<file path="src/rtl/fpu_norm_sched_pkg.sv">
// Shared FPU definitions: float widths, scheduler state encoding and watchdog margin.
// Latency: n/a (constants and types only).
// Backpressure: n/a.
package fpu_p;

  localparam int FPU_32             = 32;
  localparam int FPU_32_E           = 8;
  localparam int FPU_32_F           = 23;
  // Guard/round/sticky bits carried below the stored fraction.
  localparam int FPU_OFFSET         = 3;
  // Extra cycles beyond the worst-case shift before the watchdog gives up.
  localparam int FPU_NORM_WD_MARGIN = 3;

  typedef enum logic [1:0] {
    IDLE  = 2'd0,
    ISSUE = 2'd1,
    WAIT  = 2'd2,
    RESP  = 2'd3
  } SchedState;

endpackage

</file>
<file path="src/rtl/fpu_rr_arbiter.sv">
// Round-robin arbiter: picks the first valid requester at or after i_ptr, wrapping modulo N.
// Latency: purely combinational.
// Backpressure: none; the caller decides when a grant is consumed.
// Ports: i_valid (N requests), i_ptr (search start) -> o_grant (one-hot), o_idx (binary), o_any.
module fpu_rr_arbiter #(
  parameter int N  = 2,
  parameter int IW = $clog2(N)
) (
  input  logic [N-1:0]  i_valid,
  input  logic [IW-1:0] i_ptr,
  output logic [N-1:0]  o_grant,
  output logic [IW-1:0] o_idx,
  output logic          o_any
);

  int w_j;

  always_comb begin
    o_grant = '0;
    o_idx   = '0;
    o_any   = 1'b0;
    w_j     = 0;
    for (int i = 0; i < N; i++) begin
      // The pointer is always < N, so a single subtraction wraps the offset.
      w_j = int'(i_ptr) + i;
      if (w_j >= N) w_j = w_j - N;
      if (!o_any && i_valid[w_j]) begin
        o_any        = 1'b1;
        o_grant[w_j] = 1'b1;
        o_idx        = IW'(w_j);
      end
    end
  end

endmodule

</file>
<file path="src/rtl/fpu_norm_sched.sv">
// Shares one normalizer between NREQ requesters: accept, pulse start, wait for busy to fall, return result.
// Latency: result valid 4+k cycles after accept (k = normalizer shift); watchdog result at LIMIT+3.
// Backpressure: req_ready only in IDLE; result held in RESP until the owner's rsp_ready.
// Ports: req_* (per-requester operand handshake), rsp_* (result to owner), norm_* (normalizer side), busy.
module fpu_norm_sched
  import fpu_p::*;
#(
  parameter int WIDTH = FPU_32,
  parameter int E     = FPU_32_E,
  parameter int F     = FPU_32_F,
  parameter int NREQ  = 2
) (
  input  logic                                clk,
  input  logic                                rst_n,
  input  logic [NREQ-1:0]                     req_valid,
  output logic [NREQ-1:0]                     req_ready,
  input  logic [NREQ-1:0]                     req_sign,
  input  logic [NREQ*E-1:0]                   req_exp,
  input  logic [NREQ*(F+FPU_OFFSET+1)-1:0]    req_frac,
  output logic [NREQ-1:0]                     rsp_valid,
  input  logic [NREQ-1:0]                     rsp_ready,
  output logic                                rsp_s,
  output logic [E-1:0]                        rsp_e,
  output logic [F-1:0]                        rsp_f,
  output logic                                rsp_err,
  output logic                                norm_start,
  output logic                                norm_sign,
  output logic [E-1:0]                        norm_exp,
  output logic [F+FPU_OFFSET:0]               norm_frac,
  input  logic                                norm_busy,
  input  logic                                norm_s,
  input  logic [E-1:0]                        norm_e,
  input  logic [F-1:0]                        norm_f,
  output logic                                busy
);

  localparam int W     = F + FPU_OFFSET + 1;
  localparam int LIMIT = W + FPU_NORM_WD_MARGIN;
  localparam int CW    = $clog2(LIMIT + 1);
  localparam int IW    = $clog2(NREQ);

  if (WIDTH != 1 + E + F) begin : g_width_chk
    $error("fpu_norm_sched: WIDTH must equal 1 + E + F");
  end

  SchedState       r_state, w_next_state;
  logic [IW-1:0]   r_rr_ptr, r_owner;
  logic [CW-1:0]   r_cnt;
  logic [NREQ-1:0] w_grant;
  logic [IW-1:0]   w_gidx;
  logic            w_any;
  logic            w_wd_fire;

  fpu_rr_arbiter #(.N(NREQ), .IW(IW)) u_arb (
    .i_valid (req_valid),
    .i_ptr   (r_rr_ptr),
    .o_grant (w_grant),
    .o_idx   (w_gidx),
    .o_any   (w_any)
  );

  assign w_wd_fire  = (r_cnt >= CW'(LIMIT));
  assign norm_start = (r_state == ISSUE);
  assign busy       = (r_state != IDLE);

  // The rst_n gate keeps req_ready low during reset even though the arbiter is combinational.
  always_comb begin
    req_ready = '0;
    rsp_valid = '0;
    if (r_state == IDLE && rst_n) req_ready = w_grant;
    if (r_state == RESP)          rsp_valid[r_owner] = 1'b1;
  end

  always_comb begin
    w_next_state = r_state;
    case (r_state)
      IDLE:    if (w_any) w_next_state = ISSUE;
      ISSUE:   w_next_state = WAIT;
      WAIT:    if (!norm_busy || w_wd_fire) w_next_state = RESP;
      RESP:    if (rsp_ready[r_owner]) w_next_state = IDLE;
      default: w_next_state = IDLE;
    endcase
  end

  always_ff @(posedge clk or negedge rst_n) begin
    if (!rst_n) r_state <= IDLE;
    else        r_state <= w_next_state;
  end

  always_ff @(posedge clk or negedge rst_n) begin
    if (!rst_n) begin
      r_rr_ptr  <= '0;
      r_owner   <= '0;
      r_cnt     <= '0;
      norm_sign <= 1'b0;
      norm_exp  <= '0;
      norm_frac <= '0;
      rsp_s     <= 1'b0;
      rsp_e     <= '0;
      rsp_f     <= '0;
      rsp_err   <= 1'b0;
    end else begin
      case (r_state)
        IDLE: if (w_any) begin
          norm_sign <= req_sign[w_gidx];
          norm_exp  <= req_exp[w_gidx*E +: E];
          norm_frac <= req_frac[w_gidx*W +: W];
          r_owner   <= w_gidx;
          r_rr_ptr  <= (w_gidx == IW'(NREQ - 1)) ? '0 : w_gidx + 1'b1;
        end
        ISSUE: r_cnt <= '0;
        WAIT: begin
          r_cnt <= r_cnt + 1'b1;
          // A normal completion wins over a watchdog expiry in the same cycle.
          if (!norm_busy) begin
            rsp_s   <= norm_s;
            rsp_e   <= norm_e;
            rsp_f   <= norm_f;
            rsp_err <= 1'b0;
          end else if (w_wd_fire) begin
            rsp_s   <= 1'b0;
            rsp_e   <= '0;
            rsp_f   <= '0;
            rsp_err <= 1'b1;
          end
        end
        default: ;
      endcase
    end
  end

endmodule
</file>
<file path="config.mk">
export PLATFORM = sky130hd
export DESIGN_NAME = fpu_norm_sched
export DESIGN_NICKNAME = d
export VERILOG_FILES = /design/src/rtl/fpu_norm_sched_pkg.sv /design/src/rtl/fpu_rr_arbiter.sv /design/src/rtl/fpu_norm_sched.sv
export SDC_FILE = /design/constraint.sdc
export NUM_CORES = 1
export LEC_CHECK = 0
export CAP_MARGIN = 20
export CORE_AREA = 4 4 94 96
export DETAILED_ROUTE_END_ITERATION = 16
export DIE_AREA = 0 0 98 100
export PLACE_DENSITY = 0.89
export SYNTH_ARGS = -nofsm -noshare
export SYNTH_HDL_FRONTEND = slang
export SYNTH_SLANG_ARGS = --single-unit
</file>
<file path="constraint.sdc">
create_clock -name clk -period 4.85 [get_ports clk]
set_clock_uncertainty 0.05 [all_clocks]
set_input_delay 1.2125 -clock clk [delete_from_list [all_inputs] [get_ports clk]]
set_output_delay 1.2125 -clock clk [all_outputs]
set_load 0.05 [all_outputs]
</file>
==> summary.txt, run 1 <==
Critical path
  – R2r setup slk: 2790 ps
  – Crit path launch type: input port
  – Worst Setup End Kind: output port
  – Worst r2r src: r_state[0]
  – R2R depth: 5
  – Worst Path Arrival: 2340 ps
  – Crit-path max FO: 4
  – Worst EP required: 3590 ps
  – Crit Reg-Reg Endpoint: rsp_f[7]
  – WS Path Type: in2out

Clock network
  – Post-CTS Setup Bufs: 0
  – CTS tree: yes
  – Htree depth: 3
  – Post-CTS Hold Buffers: 0
  – Skew-Pair Late Insertion Delay: 330 ps
  – Clk root buf: clkbuf_8
  – PostCTS Resize Cnt: 0
  – CTS Buf Count: 9
  – Clock Tree Buf Depth: 2
  – CTS clk-pin slew, worst paths: 80 ps
  – Sink Count: 78

Logic synthesis
  – Mapped cell area: 3250 um2
  – Synth top area share: 60.1%
  – Ranking of synthesized cells by area: dfrtp_1, a222oi_1, a22o_1
  – Number of synthesized flops with an enable pin: 0
  – Most used DFF post-synth: dfrtp_1
  – Async set-reset flop share out of synthesis: 100%
  – Post-synthesis sequential area ratio: 60.1%
  – Adder-cell area share of the yosys netlist: 2.70%
  – Post-Synth XOR/XNOR Area: 0%
  – Synthesized-area fraction occupied by and/or/nand/nor cells: 3.70%
  – Gate Count Post-Synth: 263
  – Synthesized flop and latch total: 78
  – Synth Area in Compound Gates: 23.4%
  – Count leader, synth: dfrtp_1
  – Total nets after synthesis: 381
  – Post-synth top area cell: dfrtp_1
  – Netlist cell types: 24
  – Mux cell area share after synthesis: 0.308%
  – Combinational family with the most area after synthesis: compound AO/OA/AOI/OAI gates
  – YS warnings: 0
  – Synth cell count leaders: dfrtp_1, inv_1, a222oi_1, a22o_1, buf_2
  – Avg Cell Area, Syn: 12.3 um2

Global route
  – Vias in the first global route: 3005
  – GRT Util Overall: 20.0%
  – Largest net degree at the start of global routing: 43
  – Grt ovf: 0
  – Global-route wire length before repair: 15.5 mm
  – Initial antenna violation count: 0

Floorplanning
  – Std-Cell Core Area: 8050 um2
  – Initial Util: 40.3%
  – Die height: 100 um
  – Num rows: 33
  – Die W: 98 um
  – Num ports: 186
  – Die ar.: 9800 um2

Power and ir drop
  – Final total power: 0.00399 W
  – Comb pwr share: 60.5%
  – Clock Power Share: 11.4%
  – Sw Share: 49.5%
  – Peak VDD IR: 0.419 mV
  – Power Internal: 0.00202 W
  – NetSw: 0.00198 W
  – Seq pwr share: 28.1%
  – Power Density: 746 nW/um2
  – Leak pwr: 2.46 nW

Routing
  – Post-DR wirelength/cell: 18.4 um
  – ANT nets after route: 0
  – Routed vias: 2987
  – Drt pass-1 iters: 8
  – Drt via density: 5.39
  – Detailed Route WL: 10.2 mm
  – DRC viols: 0
  – Initial drt markers: 204

Timing
  – RSZ-0062 raised after global routing: no
  – Setup violators final: 0
  – Fin Setup TNS: 0 ps
  – Max-slew violation count: 0
  – Final worst setup slack: 1250 ps
  – Final period util: 74.3%
  – Final Hold Viols: 0
  – Slew @ Worst Pin: 702 ps
  – Final Critical Period: 3600 ps
  – Slew HR: 53.0%
  – Hold_ws: 454 ps
  – Max Fclk: 277 MHz

Place
  – Dpl hpwl: 7.68 mm
  – Dpl ws: 1250 ps
  – PortBufs: 185
  – Gp weighted congestion: 0.835

Hold path
  – Hold Crit Start: rsp_f[1]
  – HP Class: reg2reg
  – WHS Endpoint: rsp_f[1]
  – Hold Path Depth: 1

Layout
  – Layout cell share with drive strength beyond 1: 6.68%
  – Finished Core Util: 66.5%
  – # diodes: 0
  – Area growth syn-to-layout: 64.8%
  – Nets: 562

Flow run
  – Max-capacitance violation count: 0

Run status
  – Status: complete, no violations
cell type report:
cell class	instances	area [um2]
clock buffer	9	124
clock inverter	7	62.6
fill	652	2700
inverter	46	173
multi-input combinational	118	992
sequential	78	1950
tap	105	131
timing repair buffer	191	1920
how the worst max path moves through the flow:
stage                 start           end  slack, ps  depth (start not counted)
2_1_floorplan  req_valid[1]  req_ready[1]       1430                          5
3_3_place_gp   req_valid[1]  req_ready[1]       1290                          5
3_5_place_dp   req_valid[1]  req_ready[1]       1250                          5
4_1_cts        req_valid[1]  req_ready[1]       1240                          5
5_1_grt        req_valid[0]  req_ready[0]       1180                          5
6_report       req_valid[1]  req_ready[1]       1250                          5
sequential cells by signal, summed over array words and instances (netlist names):
name / count
norm_exp: 8
norm_frac: 27
norm_sign: 1
r_cnt: 5
r_owner: 1
r_rr_ptr: 1
r_state: 2
rsp_e: 8
rsp_err: 1
rsp_f: 23
rsp_s: 1
layout by cell type (no fill, tap or decap), drive strengths merged:
master         count
a21o               2
a21oi              6
a222oi            36
a22o              32
a22oi              1
a31o               1
and2               5
buf                9
clkbuf             9
clkdlybuf4s50    182
clkinv             2
clkinvlp           1
dfrtp             78
ha                 7
inv               50
mux2i              1
nand2              5
nand3              4
nand3b             2
nor2               2
nor2b              2
nor3b              2
o2111ai            1
o21ai              9
worst max-delay path: stages:
cell and delay (ps):
clkdlybuf4s50_1 570, nand2_1 90, a21oi_2 130, and2_1 150, buf_4 200
logic make-up after synthesis:
logic type,Yosys count
compound gates,88
flops,78
buf+inv,67
simple gates,22
fa+ha+maj,7
mux,1
metal layers:
| layer | vias to the layer above | share of wire [%] | track usage, % |
|---|---|---|---|
| met5 | - | 0 | 0 |
| met4 | 0 | 3.3 | 8.63 |
| met3 | 26 | 5.2 | 4.86 |
| met2 | 126 | 53 | 36.4 |
| met1 | 1494 | 38 | 22.2 |
| li1 | 1341 | - | - |
power groups by stage:
stage	Combinational, W	Clock (W)	Sequential, W
4_1_cts	0.00242	0.000469	0.00112
3_3_place_gp	0.00236	0	0.00112
2_1_floorplan	0.000673	0	0.00204
6_report	0.00242	0.000453	0.00112
3_5_place_dp	0.00241	0	0.00113
5_1_grt	0.00253	0.000498	0.00115
per-stage QoR:
stage,cell area (um2),instances
floorplan,3250,263
global placement,5120,536
detailed placement,5140,537
CTS,5320,553
global route,5350,554
finish,5350,554
No activity file was read; power rests on OpenSTA's default activity.
==> inputs of run 2 (changes only) <==
--- a/config.mk
+++ b/config.mk
@@ -6,10 +6,10 @@
 export NUM_CORES = 1
 export LEC_CHECK = 0
 export CAP_MARGIN = 20
-export CORE_AREA = 4 4 94 96
+export CORE_AREA = 4 4 98 100
 export DETAILED_ROUTE_END_ITERATION = 16
-export DIE_AREA = 0 0 98 100
-export PLACE_DENSITY = 0.89
+export DIE_AREA = 0 0 102 104
+export PLACE_DENSITY = 0.83
 export SYNTH_ARGS = -nofsm -noshare
 export SYNTH_HDL_FRONTEND = slang
 export SYNTH_SLANG_ARGS = --single-unit
==> constraint.sdc (replaced) <==
create_clock -name clk -period 3.5 [get_ports clk]
set_clock_uncertainty 0.05 [all_clocks]
set_input_delay 0.875 -clock clk [delete_from_list [all_inputs] [get_ports clk]]
set_output_delay 0.875 -clock clk [all_outputs]
set_load 0.05 [all_outputs]
==> run 2 against run 1 <==
Compared with the run above:
- setup slack got worse by 690 ps
- non-clock buffer count rose by 1
- routed wire length down 0.78%
- via count fell by 3.5%
- total power grew 42%
- largest power group unchanged
- highest routed layer unchanged
==> summary.txt, run 2 (synthesized netlist as in run 1, its figures left out) <==
Timing
  – RSZ-0062 raised after global routing: no
  – Slew HR: 63.1%
  – Max-slew violation count: 0
  – Final period util: 84.0%
  – Final Hold Viols: 0
  – Setup violators final: 0
  – Fin Setup TNS: 0 ps
  – Max Fclk: 340 MHz
  – Slew @ Worst Pin: 552 ps
  – Final worst setup slack: 560 ps
  – Final Critical Period: 2940 ps
  – Hold_ws: 450 ps

Layout
  – Fin cells: 558
  – Layout cell share with drive strength beyond 1: 6.44%
  – Area growth syn-to-layout: 66.7%
  – Commonest non-fill, non-tap cell in the layout: clkdlybuf4s50_1
  – Largest register FFs: 27
  – Nets: 563
  – Fin area: 5410 um2
  – Largest Register: norm_frac
  – Most frequent cells in the layout: clkdlybuf4s50_1, dfrtp_1, inv_1
  – Top flop regs: norm_frac (27), rsp_f (23)
  – # diodes: 0

Routing
  – Detailed Route WL: 10.1 mm
  – DRC viols: 0
  – Routed vias: 2882
  – ANT nets after route: 0
  – Drt via density: 5.16
  – DRT met1 WL: 3.80 mm
  – Initial drt markers: 222
  – Max Used Layer: met4
  – Met2 wire length: 5.41 mm
  – Post-DR wirelength/cell: 18.1 um
  – Metal3 WL: 648 um
  – Drt pass-1 iters: 6

Global route
  – Vias in the first global route: 3076
  – GRT Util Overall: 19.0%
  – Initial antenna violation count: 0
  – Largest net degree at the start of global routing: 41
  – Grt ovf: 0
  – Global-route wire length before repair: 15.9 mm

Clock network
  – CTS clk-pin slew, worst paths: 70 ps
  – CTS Buf Count: 9
  – Post-CTS Setup Bufs: 0
  – Clock Tree Buf Depth: 2
  – Skew-Pair Late Insertion Delay: 330 ps
  – CTS tree: yes
  – PostCTS Resize Cnt: 0
  – Htree depth: 3
  – Sink Count: 78
  – Clk root buf: clkbuf_8
  – Post-CTS Hold Buffers: 0

Hold path
  – HP Class: reg2reg
  – Hold Path Depth: 1
  – Hold Crit Start: rsp_e[2]
  – WHS Endpoint: rsp_e[2]

Critical path
  – Crit-path max FO: 5
  – WS Path Type: reg2out
  – Worst EP required: 2570 ps
  – Worst Path Arrival: 2020 ps
  – R2r setup slk: 1590 ps
  – R2R depth: 6
  – Crit path largest cell delay: 800 ps
  – Worst Setup End Kind: output port
  – Worst path cell trace: inv_1 -> ha_1 -> inv_1 -> clkdlybuf4s50_1
  – Slowest stage cell, crit path: clkdlybuf4s50_1
  – Top cell by count, worst path: inv_1
  – Worst r2r src: r_state[1]
  – CP bufs+invs: 3
  – Crit Reg-Reg Endpoint: norm_exp[1]
  – Crit path launch type: flip-flop
  – CP top delay family: buffers and inverters

Floorplanning
  – Die ar.: 10600 um2
  – Die height: 104 um
  – Std-Cell Core Area: 8680 um2
  – Die W: 102 um
  – Initial Util: 37.4%
  – Num ports: 186
  – Num rows: 34

Run status
  – Status: complete, no violations

Place
  – Placed Cells: 542
  – Placed cell areas: 5170 um2
  – Dpl ws: 584 ps
  – Gp weighted congestion: 0.758
  – PortBufs: 185
  – Dpl hpwl: 7.72 mm

Power and ir drop
  – Power Density: 1050 nW/um2
  – Leak pwr: 2.48 nW
  – Peak VDD IR: 0.499 mV

Flow run
  – Max-capacitance violation count: 0
## run 2: cell types whose count changed in the layout (fill, tap and decap cells not counted), sizes merged
cell / previous run / this run
buf: 9 / 10
clkinv: 2 / 0
inv: 50 / 47
clkbuf: 9 / 11
bufinv: 0 / 3
## run 2: how the worst max path moves through the flow
stage                     depth (start not counted)         start  slack, ps           end
after global placement                            5  req_valid[1]        620  req_ready[1]
after floorplan                                   5  req_valid[1]        750  req_ready[1]
after CTS                                         4    r_state[0]        530          busy
final                                             4    r_state[0]        560          busy
after global routing                              4    r_state[0]        480          busy
after detailed placement                          5  req_valid[1]        580  req_ready[1]
## run 2: cell type report
class | instances | area (um2)
Timing Repair Buffer | 192 | 1920
Clock buffer | 11 | 131
Clock inverter | 5 | 106
Inverter | 46 | 173
Sequential cell | 78 | 1950
Multi-Input combinational cell | 118 | 992
Tap cell | 108 | 135
Fill cell | 716 | 3270
## run 2: stage by stage
step	utilization, %	total power (W)
finish	62.4	0.00568
CTS	62.4	0.00574
global route	62.4	0.00596
floorplan	-	0.00376
global placement	59.6	0.00483
detailed placement	59.6	0.00492
## run 2: per-layer routing
metal	vias up	global-route usage, %
met1	1407	21.1
met2	117	34.3
met3	20	4.16
met5	-	0
li1	1338	-
met4	0	8.06
## run 2: worst reg2reg max path, stage by stage, from the launching register on
cell and delay [ps]:
dfrtp_1 400, inv_1 130, ha_1 330, o21ai_2 180
buf_4 280, a222oi_1 360, inv_1 70
## run 2: report_power, final
group / total [W] / switching (W) / leakage, nW / internal [W]
clock: 0.000797 / 0.000320 / 0.114 / 0.000477
combinational: 0.00333 / 0.00213 / 1.39 / 0.00121
sequential: 0.00155 / 0.000238 / 0.979 / 0.00131
